==> src/rtl/game_session_ctl.sv <==
// Game-session controller: timed rounds, magazine/reserve ammo, score and winner.
// Optional macro STREAK_BONUS_EN: every third consecutive hit scores 2.
module game_session_ctl #(
   parameter int MAG_SIZE    = 3,
   parameter int TOTAL_AMMO  = 20,
   parameter int NUM_ROUNDS  = 3,
   parameter int ROUND_TICKS = 30,
   parameter int INTRO_TICKS = 2,
   parameter int SCORE_MAX   = 99
) (
   input  logic       clk,
   input  logic       rst,
   input  logic       tick,
   input  logic       left_mouse,
   input  logic       right_mouse,
   input  logic       start_hit,
   input  logic       target_hit,
   input  logic [6:0] enemy_score,
   output logic       start_screen_enable,
   output logic       game_enable,
   output logic       game_enable_posedge,
   output logic       game_end_enable,
   output logic       hunt_start,
   output logic [3:0] round_idx,
   output logic [6:0] round_time_left,
   output logic [2:0] bullets_in_magazine,
   output logic [6:0] bullets_left,
   output logic [6:0] my_score,
   output logic       show_reload_char,
   output logic       target_killed,
   output logic [1:0] winner_status,
   output logic [2:0] state_dbg
);

   typedef enum logic [2:0] {
      S_IDLE      = 3'd0,
      S_INTRO     = 3'd1,
      S_PLAY      = 3'd2,
      S_ROUND_END = 3'd3,
      S_END       = 3'd4
   } state_e;

   localparam logic [2:0] MAG_FULL   = 3'(MAG_SIZE);
   localparam logic [6:0] RES_INIT   = 7'(TOTAL_AMMO - MAG_SIZE);
   localparam logic [6:0] ROUND_T    = 7'(ROUND_TICKS);
   localparam logic [3:0] LAST_ROUND = 4'(NUM_ROUNDS - 1);
   localparam logic [8:0] INTRO_T    = 9'(INTRO_TICKS);
   localparam logic [7:0] SCORE_M    = 8'(SCORE_MAX);

   state_e     state_q, state_d;
   logic       left_q, right_q;
   logic [7:0] intro_cnt_q, intro_cnt_d;
   logic [3:0] round_q, round_d;
   logic [6:0] time_q, time_d;
   logic [2:0] mag_q, mag_d;
   logic [6:0] res_q, res_d;
   logic [6:0] score_q, score_d;
   logic       posedge_q, posedge_d;
   logic       killed_q, killed_d;
   logic [1:0] winner_q, winner_d;
`ifdef STREAK_BONUS_EN
   logic [1:0] streak_q, streak_d;
`endif

   logic       shot, reload, out_of_ammo, enter_intro;
   logic [2:0] space, amt;
   logic [7:0] inc, sum;
   logic [6:0] score_hit;

   // Button events are the rising edge against a one-cycle-old sample.
   assign shot        = left_mouse & ~left_q;
   assign reload      = right_mouse & ~right_q;
   assign out_of_ammo = (mag_q == 3'd0) && (res_q == 7'd0);
   assign space       = MAG_FULL - mag_q;
   assign amt         = ({4'b0, space} < res_q) ? space : res_q[2:0];

`ifdef STREAK_BONUS_EN
   assign inc = (streak_q == 2'd2) ? 8'd2 : 8'd1;
`else
   assign inc = 8'd1;
`endif
   assign sum       = {1'b0, score_q} + inc;
   assign score_hit = (sum > SCORE_M) ? SCORE_M[6:0] : sum[6:0];

   always_comb begin
      state_d     = state_q;
      intro_cnt_d = intro_cnt_q;
      round_d     = round_q;
      time_d      = time_q;
      mag_d       = mag_q;
      res_d       = res_q;
      score_d     = score_q;
      winner_d    = winner_q;
      posedge_d   = 1'b0;
      killed_d    = 1'b0;
      enter_intro = 1'b0;
`ifdef STREAK_BONUS_EN
      streak_d    = streak_q;
`endif
      case (state_q)
         S_IDLE: begin
            if (shot && start_hit) begin
               state_d     = S_INTRO;
               score_d     = 7'd0;
               round_d     = 4'd0;
               posedge_d   = 1'b1;
               enter_intro = 1'b1;
            end
         end
         S_INTRO: begin
            if (tick) begin
               if ({1'b0, intro_cnt_q} + 9'd1 >= INTRO_T) begin
                  state_d = S_PLAY;
                  time_d  = ROUND_T;
               end else begin
                  intro_cnt_d = intro_cnt_q + 8'd1;
               end
            end
         end
         S_PLAY: begin
            // The exit cycle swallows any tick, shot or reload arriving with it.
            if (time_q == 7'd0 || out_of_ammo) begin
               state_d = S_ROUND_END;
            end else begin
               if (tick) time_d = time_q - 7'd1;
               if (shot) begin
                  if (mag_q != 3'd0) begin
                     mag_d = mag_q - 3'd1;
                     if (target_hit) begin
                        score_d  = score_hit;
                        killed_d = 1'b1;
`ifdef STREAK_BONUS_EN
                        streak_d = (streak_q == 2'd2) ? 2'd0 : streak_q + 2'd1;
`endif
                     end else begin
`ifdef STREAK_BONUS_EN
                        streak_d = 2'd0;
`endif
                     end
                  end
               end else if (reload && amt != 3'd0) begin
                  mag_d = mag_q + amt;
                  res_d = res_q - {4'b0, amt};
               end
            end
         end
         S_ROUND_END: begin
            if (round_q < LAST_ROUND) begin
               state_d     = S_INTRO;
               round_d     = round_q + 4'd1;
               enter_intro = 1'b1;
            end else begin
               state_d = S_END;
               if (score_q > enemy_score)      winner_d = 2'b01;
               else if (score_q < enemy_score) winner_d = 2'b10;
               else                            winner_d = 2'b00;
            end
         end
         S_END: begin
            if (shot) begin
               state_d  = S_IDLE;
               winner_d = 2'b00;
            end
         end
         default: state_d = S_IDLE;
      endcase
      if (enter_intro) begin
         mag_d       = MAG_FULL;
         res_d       = RES_INIT;
         intro_cnt_d = 8'd0;
`ifdef STREAK_BONUS_EN
         streak_d    = 2'd0;
`endif
      end
   end

   always_ff @(posedge clk or negedge rst) begin
      if (!rst) begin
         state_q     <= S_IDLE;
         left_q      <= 1'b0;
         right_q     <= 1'b0;
         intro_cnt_q <= 8'd0;
         round_q     <= 4'd0;
         time_q      <= 7'd0;
         mag_q       <= 3'd0;
         res_q       <= 7'd0;
         score_q     <= 7'd0;
         posedge_q   <= 1'b0;
         killed_q    <= 1'b0;
         winner_q    <= 2'b00;
`ifdef STREAK_BONUS_EN
         streak_q    <= 2'd0;
`endif
      end else begin
         state_q     <= state_d;
         left_q      <= left_mouse;
         right_q     <= right_mouse;
         intro_cnt_q <= intro_cnt_d;
         round_q     <= round_d;
         time_q      <= time_d;
         mag_q       <= mag_d;
         res_q       <= res_d;
         score_q     <= score_d;
         posedge_q   <= posedge_d;
         killed_q    <= killed_d;
         winner_q    <= winner_d;
`ifdef STREAK_BONUS_EN
         streak_q    <= streak_d;
`endif
      end
   end

   assign start_screen_enable = (state_q == S_IDLE);
   assign game_enable         = (state_q == S_INTRO) || (state_q == S_PLAY) ||
                                (state_q == S_ROUND_END);
   assign game_end_enable     = (state_q == S_END);
   assign hunt_start          = (state_q == S_PLAY);
   assign game_enable_posedge = posedge_q;
   assign round_idx           = round_q;
   assign round_time_left     = time_q;
   assign bullets_in_magazine = mag_q;
   assign bullets_left        = res_q;
   assign my_score            = score_q;
   assign show_reload_char    = (state_q == S_PLAY) && (mag_q == 3'd0) && (res_q != 7'd0);
   assign target_killed       = killed_q;
   assign winner_status       = winner_q;
   assign state_dbg           = state_q;

endmodule

==> config.mk <==
export PLATFORM = sky130hd
export DESIGN_NAME = game_session_ctl
export DESIGN_NICKNAME = d
export VERILOG_FILES = /design/src/rtl/game_session_ctl.sv
export SDC_FILE = /design/constraint.sdc
export NUM_CORES = 1
export LEC_CHECK = 0
export BUFFER_PORTS_ARGS = -buffer_cell sky130_fd_sc_hd__clkbuf_2
export CAP_MARGIN = 25
export CELL_PAD_IN_SITES_DETAIL_PLACEMENT = 1
export CELL_PAD_IN_SITES_GLOBAL_PLACEMENT = 2
export CORE_MARGIN = 3
export CORE_UTILIZATION = 32
export CTS_BUF_LIST = sky130_fd_sc_hd__clkbuf_4 sky130_fd_sc_hd__clkbuf_8
export DETAILED_ROUTE_END_ITERATION = 7
export PLACE_DENSITY_LB_ADDON = 0.1
export SLEW_MARGIN = 40
export SYNTH_ARGS = -nofsm -noshare
export SYNTH_HDL_FRONTEND = slang
export SYNTH_SLANG_ARGS = --single-unit
==> constraint.sdc <==
create_clock -name clk -period 3.6 [get_ports clk]
set_clock_uncertainty 0.2 [all_clocks]
set_input_delay 0.54 -clock clk [delete_from_list [all_inputs] [get_ports clk]]
set_output_delay 0.54 -clock clk [all_outputs]
set_load 0.03 [all_outputs]
==> impl_metrics.toml, run 1 <==
[outcome]
status = "complete, no violations"

[place]
place_ws_ps = 204.6
hpwlAfterDp_mm = 6.582
place_congestion = 0.8015
place_area_sq_um = 3436
portBuffers = 53
post-place-cells = 486

[synthesis]
synthesis.nets = 359
avgSynthCellArea_sq_um = 9.274
yosys_warnings = 0
ys_async_sr_fraction = 1.000
synth_area_sq_um = 2995
synth_ff_type = "dfrtp_1"
synthCells = 323
ys_seq_area_frac = 0.3759
yosys.area.top_type_share = 0.3759
synth.area.top_cells = "dfrtp_1 (38%), ha_1 (8.8%), nand2_1 (4.3%)"
synth_top_area_cell = "dfrtp_1"
yosys.cell_types.count = 67
synth_edf_count = 0
synth_seq_cells = 45

[grt]
grt_use_total = 0.1758
overflow = 0
grt_use_met3 = 0.02774
antenna_found_initial = 0
grt_max_degree = 25
use_met2 = 0.2910
grt_pass1_vias = 2831
grt_pass1_wl_mm = 14.63
use_met1 = 0.2428
top_usage_layer = "met2"

[detailed_routing]
routedWlPerCell_um = 17.56
vias_per_cell = 5.447
drtAntennaViolNets = 0
drt_iter0_drc = 87
drc = 0
routed_wl_mm = 8.673
first_pass_iters = 4
vias = 2691

[clocking]
cts_hold_buffers = 0
cts-root-buf = "clkbuf_8"
clk_path_buf_depth = 2
cts_tree = "done"
cts.sinks = 45
cts.clk_slew.worst_paths_ps = 100
clkLatencyLatePin_ps = 300
cts_buffers = 5
htreeDepth = 2

[setup_path]
crit_path_frequent_cell = "ha_1"
worstPathRequired_ps = 3630
slowest_stage = "nor4b_4"
start_kind = "flip-flop"
critPathMaxFanout = 10
crit_type = "flip-flop to flip-flop"
cp.arrival_ps = 3380
crit_chain = "inv_1 -> ha_1 -> a21boi_0 -> o221ai_2 -> nand2_1 -> o21ai_0 -> ha_1 -> ha_1 -> nor4b_4 -> nand3_4 -> a2111oi_4 -> mux2i_1"
max_stage_delay_ps = 380
end_kind = "flip-flop"

[sta]
period_needed_ps = 3358
slew_headroom = 0.5450
finalCritPeriodShare = 0.9328
finalHoldViolCount = 0
drv_slew = 0
setup_slack_ps = 242.1
clock.fmax_ghz = 0.2978
worst_pin_slew_ps = 673.0
setup_viol = 0

[finish]
drive_above_1_share = 0.2435
area_growth_pct = 19.01
num_antenna_cells = 0
fin_nets = 421
fin_cells = 494
postLayoutCellArea_sq_um = 3565
nFillCells = 1056

[job]
cap_viol_max_count = 0

[die]
ios = 54
core_sq_um = 8891
die_area_sq_um = 10560
initial_core_util = 0.3369
rows = 34
die_x_um = 102.8
die_h_um = 102.8

[power_and_ir_drop]
vdd_drop_max_mv = 0.2921
power_leakage_nw = 1.715
cellPowerDensity_nw_per_um2 = 747.2

[hold_path]
hold_path.class = "primary input to asynchronous set/reset pin"
## layer usage
metal / up-vias / share of wire
li1: 1307 / -
met1: 1332 / 0.49
met2: 44 / 0.47
met3: 8 / 0.030
met4: 0 / 0.012
met5: - / 0
## repair_timing
item	4_1_cts	5_1_grt
buffers inserted	0	0
gates resized for setup	0	1
setup endpoints to repair	0	1
## cell usage in the layout (no fill, tap or decap), types with 3 or more instances in the layout
master	count
clkbuf_2	53
clkbuf_8	5
o211ai_1	8
nor4_1	3
nand3_1	9
o21ai_0	13
a211oi_1	4
nor3_1	7
ha_1	21
or4_1	4
nor2b_1	7
o31ai_1	3
a22o_1	5
and2_1	7
nand2_1	34
a21oi_1	18
buf_4	9
mux2i_1	5
nor2_1	19
nand2b_1	5
inv_1	24
a21o_1	6
dfrtp_1	44
or3_1	4
and3_1	11
## registers in the layout, indices dropped and copies added (netlist names)
signal,cells
left_q,1
target_killed,1
winner_status,2
my_score,7
state_dbg,3
round_idx,4
bullets_left,7
bullets_in_magazine,3
round_time_left,7
right_q,1
intro_cnt_q,8
game_enable_posedge,1
## cell type report
cell class              count  area [sq um]  area share
clock buffers               5         68.82     0.01931
well taps                 108         135.1     0.03791
flip-flops and latches     45          1127      0.3163
multi-input cells         246          1760      0.4939
clock inverters             3         46.29     0.01299
inverters                  25         93.84     0.02633
repair buffers             62         332.8     0.09337
## cell families (layout without fill, tap and decap cells)
logic type / count (synthesis) / after routing / synth area share
DFF: 45 / 45 / 0.3759
AOI/OAI and AO/OA: 84 / 84 / 0.2022
adders and majority gates: 22 / 22 / 0.09440
xor gates and xnor gates: 2 / 2 / 0.005849
muxes: 7 / 7 / 0.02423
buffers and inverters: 32 / 95 / 0.04094
and+or+nand+nor: 131 / 131 / 0.2565
## cells in the mapped netlist (3+ instances only)
| cell | instances |
|---|---|
| a21oi_1 | 18 |
| o31ai_1 | 4 |
| o211ai_1 | 8 |
| nor2b_1 | 7 |
| o21ai_0 | 13 |
| clkbuf_1 | 5 |
| and3_1 | 11 |
| a21o_1 | 6 |
| a22o_1 | 5 |
| nor3_1 | 7 |
| nor2_1 | 20 |
| or3_1 | 4 |
| and2_1 | 7 |
| a211oi_1 | 4 |
| dfrtp_1 | 45 |
| nor4_1 | 3 |
| mux2i_1 | 5 |
| inv_1 | 24 |
| nand3_1 | 9 |
| or4_1 | 4 |
| ha_1 | 21 |
| nand2b_1 | 5 |
| nand2_1 | 34 |
## where the power goes
| part | internal (mW) | leakage [nW] | switching (mW) |
|---|---|---|---|
| Clock | 0.208 | 0.0543 | 0.191 |
| Combinational | 0.524 | 1.09 | 0.928 |
| Sequential | 0.623 | 0.568 | 0.188 |
| Total | 1.36 | 1.71 | 1.31 |
## stage by stage
stage | utilization | hold WS (ps) | power, mW | TNS [ps]
6_report | 0.4009 | 62.62 | 2.663 | 0
5_1_grt | 0.4009 | 90.84 | 2.907 | -17.07
4_1_cts | 0.3994 | 78.90 | 2.689 | 0
3_5_place_dp | 0.3864 | 281.7 | 2.271 | 0
3_3_place_gp | 0.3864 | 275.4 | 2.252 | 0
2_1_floorplan | - | 44.41 | 1.812 | 0
## final timing paths
path	startpoint	end	slack [ps]	cells past startpoint
max	bullets_in_magazine[1]$_DFFE_PN0P_	bullets_left[5]$_DFFE_PN0P_	240	12
min	rst	right_q$_DFF_PN0_	60	1
max reg2reg	bullets_in_magazine[1]$_DFFE_PN0P_	bullets_left[5]$_DFFE_PN0P_	240	12
min reg2reg	winner_status[0]$_DFFE_PN0P_	winner_status[0]$_DFFE_PN0P_	310	2
max in group asynchronous	rst	state_dbg[1]$_DFFE_PN0P_	2370	2
min in group clk	right_mouse	right_q$_DFF_PN0_	160	1
## worst max-delay path, delay by kind of cell (launching register included)
family / cells / cell delay, ps
flip-flops: 1 / 360
multiplexers: 1 / 230
adder cells (fa/ha/maj): 3 / 690
AO/OA/AOI/OAI: 4 / 1020
AND/OR/NAND/NOR: 3 / 690
buffers and inverters: 1 / 70
Note: power is estimated with default switching activity, not from simulation.
==> inputs of run 2 (changes only) <==
ABC_AREA = 1   (was default)
CORE_UTILIZATION = 30   (was 32)
==> run 2 against run 1 <==
Die area rose by 4.6%. Largest power group unchanged. Routed wire length fell by 11%. Setup slack better by 210 ps. Final cell count rose by 13%. Sequential share of layout area up 1.0 points. Critical endpoint is now bullets_in_magazine[2]$_DFFE_PN0P_. Area after synthesis down 1.6%. Combinational power increased by 21%.
==> impl_metrics.toml, run 2 <==
[sta]
slew_headroom = 0.5052
finalHoldViolCount = 0
fin_hold_ws_ps = 71.83
finalCritPeriodShare = 0.8748
period_needed_ps = 3149
drv_slew = 0
setup_viol = 0
worst_pin_slew_ps = 742.2
rsz0062_at_grt = "no"
setup_slack_ps = 450.6
tns_ps = 0
clock.fmax_ghz = 0.3175

[detailed_routing]
drc = 0
vias_per_cell = 4.509
drtAntennaViolNets = 0
routedWlPerCell_um = 13.84
routed_wl_mm = 7.694
drt_iter0_drc = 54
first_pass_iters = 4
vias = 2507

[power_and_ir_drop]
power_leakage_nw = 1.843
vdd_drop_max_mv = 0.3534
p_int_mw = 1.343
combPwrFrac = 0.598
seqPwrFrac = 0.286
p_clk_frac = 0.116
cellPowerDensity_nw_per_um2 = 849.6
switching_share = 0.5415
p_switching_mw = 1.586

[setup_path]
cp.arrival_ps = 3190
worstPathRequired_ps = 3640
cp_top_family = "adder cells"
crit_chain = "ha_1 -> a21oi_1 -> nand2_1 -> nand2_4 -> nand2_1 -> o21ai_0 -> inv_1 -> ha_1 -> inv_1 -> nor2_1 -> fa_1 -> xnor2_1 -> xor2_1 -> nand3_1 -> o21ai_1"
max_stage_delay_ps = 520
critPathMaxFanout = 10
critPathBufInv = 2
end_kind = "flip-flop"
start_kind = "flip-flop"
crit_type = "flip-flop to flip-flop"
slowest_stage = "dfrtp_1"

[finish]
postLayoutCellArea_sq_um = 3448
fin_nets = 462
final_cell_mix = "inv_1 (61), nand2_1 (61), clkbuf_2 (53)"
nFillCells = 1179
regArea_sq_um = 1126
fin_util = 0.3680
top_register = "intro_cnt_q"
area_growth_pct = 17.03
drive_above_1_share = 0.2506
num_antenna_cells = 0
largest_reg_flops = 8
multi_input_area_sq_um = 1516

[synthesis]
synthCells = 367
yosys.cell_types.count = 36
synth_common_cells = "inv_1 (61), nand2_1 (61), dfrtp_1 (45)"
synth_ff_type = "dfrtp_1"
yosys.area.top_type_share = 0.3822
yosys.area_share.simple = 0.2777
synth_edf_count = 0
avgSynthCellArea_sq_um = 8.029
ys_seq_area_frac = 0.3822
synthesis.nets = 403
synth_compound_area_frac = 0.1053
synth_area_sq_um = 2947
yosys.area_share.adder = 0.09597
synth_top_family_by_area = "simple AND/OR/NAND/NOR gates"
synth_xor_area_frac = 0.03567
yosys_warnings = 0
synth.area.top_cells = "dfrtp_1 (38%), ha_1 (8.9%), inv_1 (7.8%)"
synthMuxAreaShare = 0
ys_async_sr_fraction = 1.000
synth_seq_cells = 45
synth_top_area_cell = "dfrtp_1"

[die]
core_sq_um = 9371
die_x_um = 105.1
ios = 54
die_area_sq_um = 11050
initial_core_util = 0.3144
rows = 35
die_h_um = 105.1

[grt]
grt_pass1_vias = 2617
overflow = 0
grt_pass1_wl_mm = 13.07
grt_use_total = 0.1456
grt_max_degree = 27
antenna_found_initial = 0

[clocking]
cts_hold_buffers = 0
htreeDepth = 2
cts.sinks = 45
clk_path_buf_depth = 2
cts.clk_slew.worst_paths_ps = 100
clkLatencyLatePin_ps = 310
post_cts_buffers = 0
cts-root-buf = "clkbuf_8"
cts_resized = 0
cts_buffers = 5
cts_tree = "done"

[place]
place_congestion = 0.7544
hpwlAfterDp_mm = 6.102
portBuffers = 53
place_area_sq_um = 3358
place_ws_ps = 455.9

[hold_path]
hold_path.class = "primary input to asynchronous set/reset pin"

[job]
cap_viol_max_count = 0

[outcome]
status = "complete, no violations"
-- run 2: through the flow --
step | power [mW] | std cells
2_1_floorplan | 2.158 | 367
6_report | 2.930 | 556
3_5_place_dp | 2.633 | 548
4_1_cts | 2.990 | 556
3_3_place_gp | 2.606 | 548
5_1_grt | 3.230 | 556
-- run 2: cell type report --
type                    count  share of cell area
multi-input cells         246              0.4398
flip-flops and latches     45              0.3266
inverters                  74             0.08164
repair buffers             54             0.07910
well taps                 129             0.04681
clock buffers               5             0.01996
clock inverters             3            0.006168
-- run 2: power by group through the flow --
| stage | logic [mW] | clock network (mW) | registers [mW] |
|---|---|---|---|
| floorplan | 1.08 | 0 | 1.08 |
| global placement | 1.76 | 0 | 0.848 |
| detailed placement | 1.78 | 0 | 0.852 |
| CTS | 1.79 | 0.359 | 0.842 |
| global route | 1.99 | 0.373 | 0.870 |
| finish | 1.75 | 0.340 | 0.838 |
-- run 2: cell families (layout without fill, tap and decap cells) --
kind of cell	count (synthesis)	after routing
xor gates and xnor gates	12	12
DFF	45	45
adders and majority gates	22	22
buffers and inverters	76	136
and+or+nand+nor	160	160
AOI/OAI and AO/OA	52	52
-- run 2: path summary, 6_finish.rpt --
path / start / endpoint / slack [ps] / depth (start not counted)
max in group asynchronous: rst / winner_status[0]$_DFFE_PN0P_ / 2370 / 2
min in group clk: left_mouse / left_q$_DFF_PN0_ / 150 / 1
min: rst / bullets_left[3]$_DFFE_PN0P_ / 70 / 1
max reg2reg: bullets_in_magazine[2]$_DFFE_PN0P_ / bullets_in_magazine[2]$_DFFE_PN0P_ / 450 / 15
max: bullets_in_magazine[2]$_DFFE_PN0P_ / bullets_in_magazine[2]$_DFFE_PN0P_ / 450 / 15
min reg2reg: intro_cnt_q[3]$_DFFE_PN0P_ / intro_cnt_q[3]$_DFFE_PN0P_ / 310 / 2
-- run 2: layer usage --
metal,part of all wire,GRT usage,vias to the layer above
met5,0,0,-
met4,0.010,0.04217,0
met3,0.028,0.02409,6
met2,0.46,0.2324,36
met1,0.50,0.2025,1183
li1,-,-,1282
